**src/rtl/ramp_gen_pkg.sv**
```systemverilog
// Shared types and constants for the multi-channel ramp generator.
package ramp_gen_pkg;

   typedef enum logic [1:0] {
      IDLE = 2'd0,
      RUN  = 2'd1,
      DONE = 2'd2
   } state_t;

   localparam logic MODE_FREE    = 1'b0;
   localparam logic MODE_ONESHOT = 1'b1;

   localparam int WRAP_W = 16;

endpackage

```
**src/rtl/ramp_gen_chan.sv**
```systemverilog
// One ramp channel: start/stop FSM, stepped counter with terminal pulse.
// Optional terminal-event counter under RAMP_GEN_WRAPCNT_EN.
module ramp_gen_chan
   import ramp_gen_pkg::*;
#(
   parameter int WIDTH  = 32,
   parameter int STEP_W = 8
) (
   input  logic              clk,
   input  logic              reset,
   input  logic              trig,
   input  logic              start,
   input  logic              stop,
   input  logic              mode,
   input  logic [WIDTH-1:0]  ref_cnt,
   input  logic [STEP_W-1:0] step,
   output logic [WIDTH-1:0]  data_out,
   output logic              tc,
   output logic              busy
`ifdef RAMP_GEN_WRAPCNT_EN
   ,
   output logic [WRAP_W-1:0] wrap_cnt
`endif
);

   state_t            state, state_nxt;
   logic [WIDTH-1:0]  cnt_nxt;
   logic              tc_nxt;
   logic [STEP_W-1:0] eff_step;
   logic [WIDTH:0]    sum;
   logic              term;

   // The extra sum bit catches a step that would carry past 2^WIDTH; that is a terminal event.
   assign eff_step = (step == '0) ? STEP_W'(1) : step;
   assign sum      = {1'b0, data_out} + (WIDTH+1)'(eff_step);
   assign term     = (data_out >= ref_cnt) || sum[WIDTH];

   // NOTE: non-blocking assignments for every register so all flops update together at the edge.
   always_ff @(posedge clk or posedge reset) begin
      if (reset) begin
         state    <= IDLE;
         data_out <= '0;
         tc       <= 1'b0;
      end else begin
         state    <= state_nxt;
         data_out <= cnt_nxt;
         tc       <= tc_nxt;
      end
   end

   // NOTE: every always_comb output gets a default first so no path can infer a latch.
   always_comb begin
      state_nxt = state;
      cnt_nxt   = data_out;
      tc_nxt    = 1'b0;
      if (stop) begin
         state_nxt = IDLE;
         cnt_nxt   = '0;
      end else if (start) begin
         state_nxt = RUN;
         cnt_nxt   = '0;
      end else if (state == RUN && trig) begin
         if (term) begin
            cnt_nxt   = '0;
            tc_nxt    = 1'b1;
            state_nxt = (mode == MODE_ONESHOT) ? DONE : RUN;
         end else begin
            cnt_nxt = sum[WIDTH-1:0];
         end
      end
   end

   always_comb begin
      busy = (state == RUN);
   end

`ifdef RAMP_GEN_WRAPCNT_EN
   // Survives stop so the number of completed ramps can be read afterwards.
   always_ff @(posedge clk or posedge reset) begin
      if (reset) begin
         wrap_cnt <= '0;
      end else if (start && !stop) begin
         wrap_cnt <= '0;
      end else if (tc_nxt) begin
         wrap_cnt <= wrap_cnt + 1'b1;
      end
   end
`endif

endmodule

```
**src/rtl/ramp_gen_mc.sv**
```systemverilog
// NCH independent ramp channels sharing one clock and reset.
// Define RAMP_GEN_WRAPCNT_EN to add the per-channel wrap_cnt output.
module ramp_gen_mc
   import ramp_gen_pkg::*;
#(
   parameter int WIDTH  = 32,
   parameter int NCH    = 4,
   parameter int STEP_W = 8
) (
   input  logic                  clk,
   input  logic                  reset,
   input  logic [NCH-1:0]        trig,
   input  logic [NCH-1:0]        start,
   input  logic [NCH-1:0]        stop,
   input  logic [NCH-1:0]        mode,
   input  logic [NCH*WIDTH-1:0]  ref_cnt,
   input  logic [NCH*STEP_W-1:0] step,
   output logic [NCH*WIDTH-1:0]  data_out,
   output logic [NCH-1:0]        tc,
   output logic [NCH-1:0]        busy
`ifdef RAMP_GEN_WRAPCNT_EN
   ,
   output logic [NCH*WRAP_W-1:0] wrap_cnt
`endif
);

   for (genvar i = 0; i < NCH; i++) begin : g_ch
      ramp_gen_chan #(
         .WIDTH  (WIDTH),
         .STEP_W (STEP_W)
      ) u_chan (
         .clk      (clk),
         .reset    (reset),
         .trig     (trig[i]),
         .start    (start[i]),
         .stop     (stop[i]),
         .mode     (mode[i]),
         .ref_cnt  (ref_cnt[i*WIDTH +: WIDTH]),
         .step     (step[i*STEP_W +: STEP_W]),
         .data_out (data_out[i*WIDTH +: WIDTH]),
         .tc       (tc[i]),
         .busy     (busy[i])
`ifdef RAMP_GEN_WRAPCNT_EN
         ,
         .wrap_cnt (wrap_cnt[i*WRAP_W +: WRAP_W])
`endif
      );
   end

endmodule

```
**config.mk**
```make
export PLATFORM = sky130hd
export DESIGN_NAME = ramp_gen_mc
export DESIGN_NICKNAME = d
export VERILOG_FILES = /design/src/rtl/ramp_gen_pkg.sv /design/src/rtl/ramp_gen_chan.sv /design/src/rtl/ramp_gen_mc.sv
export SDC_FILE = /design/constraint.sdc
export NUM_CORES = 1
export LEC_CHECK = 0
export BUFFER_PORTS_ARGS = -buffer_cell sky130_fd_sc_hd__buf_2
export CELL_PAD_IN_SITES_DETAIL_PLACEMENT = 1
export CELL_PAD_IN_SITES_GLOBAL_PLACEMENT = 2
export CORE_AREA = 2 2 195 197
export CTS_CLUSTER_SIZE = 12
export DETAILED_ROUTE_END_ITERATION = 16
export DIE_AREA = 0 0 197 199
export PLACE_DENSITY = 0.83
export SETUP_SLACK_MARGIN = 0.4
export SLEW_MARGIN = 10
export SYNTH_ARGS = -nofsm -noshare
export SYNTH_HDL_FRONTEND = slang
export SYNTH_SLANG_ARGS = --single-unit
```
**constraint.sdc**
```tcl
create_clock -name clk -period 5.64 [get_ports clk]
set_input_delay 1.128 -clock clk [delete_from_list [all_inputs] [get_ports clk]]
set_output_delay 1.128 -clock clk [all_outputs]
set_load 0.02 [all_outputs]
```
## Word level (Yosys, flattened, before mapping)

Index checks and enable logic that the tools add are counted.
W data, S select, Z words.

- $lt $le $gt $ge: 4
- Equal/unequal tests: 4
- Add/subtract/negate cells: 4
- Multiplexer cells: 56
- Reductions and logical operators: 24

Operators with widths:

| operator | number |
|---|---|
| $mux W32 | 16 |
| $add A32 B8 Y33 | 4 |
| $ge A32 B32 Y1 | 4 |
| $mux W2 | 20 |
| $logic_not A8 Y1 | 4 |
| $mux W8 | 4 |
| $reduce_bool A3 Y1 | 8 |
| $mux W1 | 16 |
| $eq A2 B1 Y1 const B | 4 |
| $reduce_and A2 Y1 | 4 |
| $logic_and A1 B1 Y1 | 4 |
| $logic_or A1 B1 Y1 | 4 |

- Bits of input ports: 178
- Logic and storage cells: 104
- Output and inout bits: 136
- Bits in registers: 140

## Depth between registers and ports, before layout

- Depth in word-level cells: 8
- Depth in mapped cells: 14
- Mapped depth without buffers: 11

## Cells and area by module

A second synthesis with hierarchy kept.

- Cell total of the unflattened synthesis: 1388
- Area total of the unflattened synthesis: 11856.4 sq um

Modules (own cells, without submodules):

| module | area each (sq um) | times used | sequential area each (sq um) | cells an instance |
|---|---|---|---|---|
| ramp_gen_chan at g_ch[0].u_chan ... | 2969.1 | 3 | 875.8 | 348 |
| ramp_gen_chan at g_ch[1].u_chan | 2949.1 | 1 | 875.8 | 344 |

## Worst setup path before layout

Ideal clock, no wire load.

- Kind: input-to-reg
- Start: in step[9]
- End: reg g_ch[1].u_chan.state[0]
- Setup time: 0.125 ns
- Required time: 5.515 ns
- Cell stages on the path: 13
- Buffers on the path: 2
- Slack: 1.786 ns
- Arrival: 3.729 ns
- Cells stage by stage: nor3_1 -> a21o_1 -> ha_1 -> fa_1 -> a21oi_2 -> nor2_1 -> o41ai_4 -> a21oi_2 -> or4_4 -> buf_6 -> nor2b_4 -> buf_6 -> mux2_4

- Longest elaborated chain between the ends: 6

Ends and longest elaborated chain:

| element | RTL line | text |
|---|---|---|
| from (decl) | ramp_gen_mc.sv:17 | `input logic [NCH*STEP_W-1:0] step,` |
| $logic_not A8 Y1 | ramp_gen_chan.sv:34 | `assign eff_step = (step == '0) ? STEP_W'(1) : step;` |
| $mux W8 * | ramp_gen_chan.sv:34 |  |
| $add A32 B8 Y33 * | ramp_gen_chan.sv:35 | `assign sum = {1'b0, data_out} + (WIDTH+1)'(eff_step);` |
| $logic_or A1 B1 Y1 * | ramp_gen_chan.sv:36 | `assign term = (data_out >= ref_cnt) \|\| sum[WIDTH];` |
| $reduce_bool A3 Y1 (no line) * | n/a |  |
| $reduce_and A2 Y1 (no line) * | n/a |  |
| to (signal assigned) | ramp_gen_chan.sv:45 | `state <= state_nxt;` |
| to (decl) | ramp_gen_chan.sv:26 | `state_t state, state_nxt;` |

Every way passes the cells marked *; elsewhere a longest branch is shown, timed or not.
A chain may end at the register's enable or synchronous reset.

## Worst setup path after layout

- Start: in step[29]
- End: reg g_ch[3].u_chan.data_out[17]

- Longest elaborated chain between the ends: 8

Ends and longest elaborated chain:

| element | RTL line | text |
|---|---|---|
| $logic_not A8 Y1 | ramp_gen_chan.sv:34 |  |
| $mux W8 * | ramp_gen_chan.sv:34 |  |
| $add A32 B8 Y33 * | ramp_gen_chan.sv:35 |  |
| $logic_or A1 B1 Y1 | ramp_gen_chan.sv:36 |  |
| $mux W32 * | ramp_gen_chan.sv:63 | `if (term) begin` |
| $mux W32 * | ramp_gen_chan.sv:62 | `end else if (state == RUN && trig) begin` |
| $mux W32 * | ramp_gen_chan.sv:59 | `end else if (start) begin` |
| $mux W32 * | ramp_gen_chan.sv:56 | `if (stop) begin` |
| to (signal assigned) | ramp_gen_chan.sv:46 | `data_out <= cnt_nxt;` |
| to (decl) | ramp_gen_chan.sv:17 | `output logic [WIDTH-1:0] data_out,` |

Every way passes the cells marked *; elsewhere a longest branch is shown, timed or not. The select of a mux whose other input is x is not followed.

==> out/qor.yml <==
outcome: "completed"
area_delta_synth_final_pct: 22.9
cts_setup_buffers: 0
cts_root_buffer: "clkbuf_16"
cts_resized: 0
die_x_um: 197
met3_usage_pct: 3.29
relSlewSlack_pct: 26.0
setup_viol: 0
tns_ps: 0
n_antenna_cell: 0
ir_drop_mv: 0.195
synth_cell_types: 65
cp.arrival_ps: 4040
hold_viol_final: 0
hp-class: "flip-flop to flip-flop"
clkTransAtPathRegs_ps: 60
grtUsageTotal_pct: 17.8
wl_per_cell_um: 16.6
grt_pass1_wl_mm: 56.4
postCtsHoldBufs: 0
fmax_mhz: 266
p_per_area_nw_per_um2: 187
synthesis.nets: 1661
synthArstFlopShare_pct: 100
grt_pass1_vias: 11100
grt_max_degree: 53
antenna_found_initial: 3
wl_mm: 34.8
core_um2: 37100
clk_path_buf_depth: 2
final_common_cell: "buf_2"
n_fill_cell: 4510
h-tree-depth: 4
synth_warnings: 0
row_count: 71
synth_edf_count: 0
required_ps: 5920
grt_use_met2_pct: 30.6
clk_latency_ps: 430
nets: 1953
layout-drive-gt1-share_pct: 22.8
start_util_pct: 30.6
syn-cell-area_um2: 11300
end_kind: "flip-flop"
timing.final.crit_share_pct: 66.8
dp_hpwl_mm: 27.8
ys.flop_type: "dfrtp_1"
yosysSeqAreaShare_pct: 30.9
criticalPathCategory: "input port to flip-flop"
synth_cells: 1319
final_util_pct: 37.5
vias: 10600
leakage_nw: 7.41
global_route.usage.met1_pct: 22.9
maxSlewViolCount: 0
rsz0062_at_grt: "false"
busiest_layer: "met2"
viasPerCell: 5.04
start_kind: "input port"
num_io_pins: 314
tritoncts: "done"
drv_cap: 0
die_h_um: 199
cp_max_fo: 24
cts_sinks: 140
drtAntennaViolNets: 0
cts_buffers: 17
die_area_um2: 39200
globalplace.congestion: 0.833
final_cell_mix: "buf_2, nor2_1, ha_1"
finalWorstPathRequiredPeriod_ps: 3770
dr.pass1.iters: 4
drcViolationCount: 0
tightest_slew_ps: 1100
io_buffers: 313
avgSynthCellArea_um2: 8.60
grt_overflow: 0
finClkSkew_ps: 10.5
initialDrtViolationCount: 304
ys_seq_elements: 140
[power by group]
part           internal [W]  switching, W
Clock              0.000758      0.000465
Sequential          0.00102     0.0000139
Combinational      0.000146      0.000209
[worst max-delay path, cell delays in order]
cell and delay [ps]:
buf_2 110, nor4_1 380, a21o_1 180, ha_1 200, fa_1 240, a211oi_1 100
o21ai_0 280, nand2_1 170, nor4_4 340, nor2_1 150, a31oi_4 640, nor2_1 120
[flip-flops by register name (all words and copies together), names as in the netlist]
signal,cells
g_ch.u_chan.state,8
g_ch.u_chan.tc,4
g_ch.u_chan.data_out,128
[metrics by stage]
step,total power (W),hold slack [ps],cell area (um2),setup WS [ps],std cells
after global placement,0.00140,490,13300,1550,2066
after CTS,0.00265,513,13900,1830,2096
after detailed placement,0.00141,497,13300,1390,2066
after floorplan,0.00127,462,11300,759,1319
final,0.00261,511,13900,1870,2096
after global routing,0.00273,533,13900,1710,2096
[routing by layer]
layer  wire length (um)  vias to the layer above  share of wire (%)
met5                 21                        -              0.060
met3               1450                       33                4.2
li1                   -                     5191                  -
met4                507                        4                1.5
met2              16700                      196                 48
met1              16100                     5146                 46
[logic make-up after synthesis]
logic type / count (synthesis) / synth area share (%)
compound gates: 237 / 14.1
flops: 140 / 30.9
buf+inv: 200 / 7.34
simple gates: 462 / 20.2
mux: 2 / 0.265
fa+ha+maj: 164 / 18.4
xor+xnor: 114 / 8.80
[worst paths after layout]
| check | startpoint | end | slack [ps] | cells past startpoint |
|---|---|---|---|---|
| worst max-delay path | step[29] | g_ch[3].u_chan.data_out[17] | 1870 | 12 |
| worst min-delay path | g_ch[1].u_chan.state[0] | g_ch[1].u_chan.state[0] | 510 | 1 |
| worst max register to register | g_ch[1].u_chan.data_out[29] | g_ch[1].u_chan.state[0] | 2520 | 8 |
| worst min register to register | g_ch[1].u_chan.state[0] | g_ch[1].u_chan.state[0] | 510 | 1 |
| max in group asynchronous | reset | g_ch[2].u_chan.data_out[27] | 3880 | 3 |
| min in group asynchronous | reset | g_ch[1].u_chan.data_out[26] | 740 | 2 |
[cell usage after synthesis, types with 35 or more instances]
cell type  count  area share (%)
ha_1         160              18
o21ai_0       42             1.9
dfrtp_1      140              31
nand3_1       39             1.7
nand2_1       83             2.7
a21oi_1       69             3.0
xnor2_1       62             4.8
nand4_1       39             2.2
nor4_1        35             1.9
nor2_1       160             5.3
xor2_1        52             4.0
inv_1        150             5.0
[layout make-up]
cell class | count | area (um2) | share of cell area (%)
multi-input combinational | 979 | 7020 | 50.3
sequential | 140 | 3500 | 25.1
timing repair buffer | 323 | 1640 | 11.8
tap | 474 | 593 | 4.25
inverter | 150 | 568 | 4.07
clock buffer | 19 | 453 | 3.25
clock inverter | 11 | 169 | 1.21
Power figures use the tool's default switching activity.
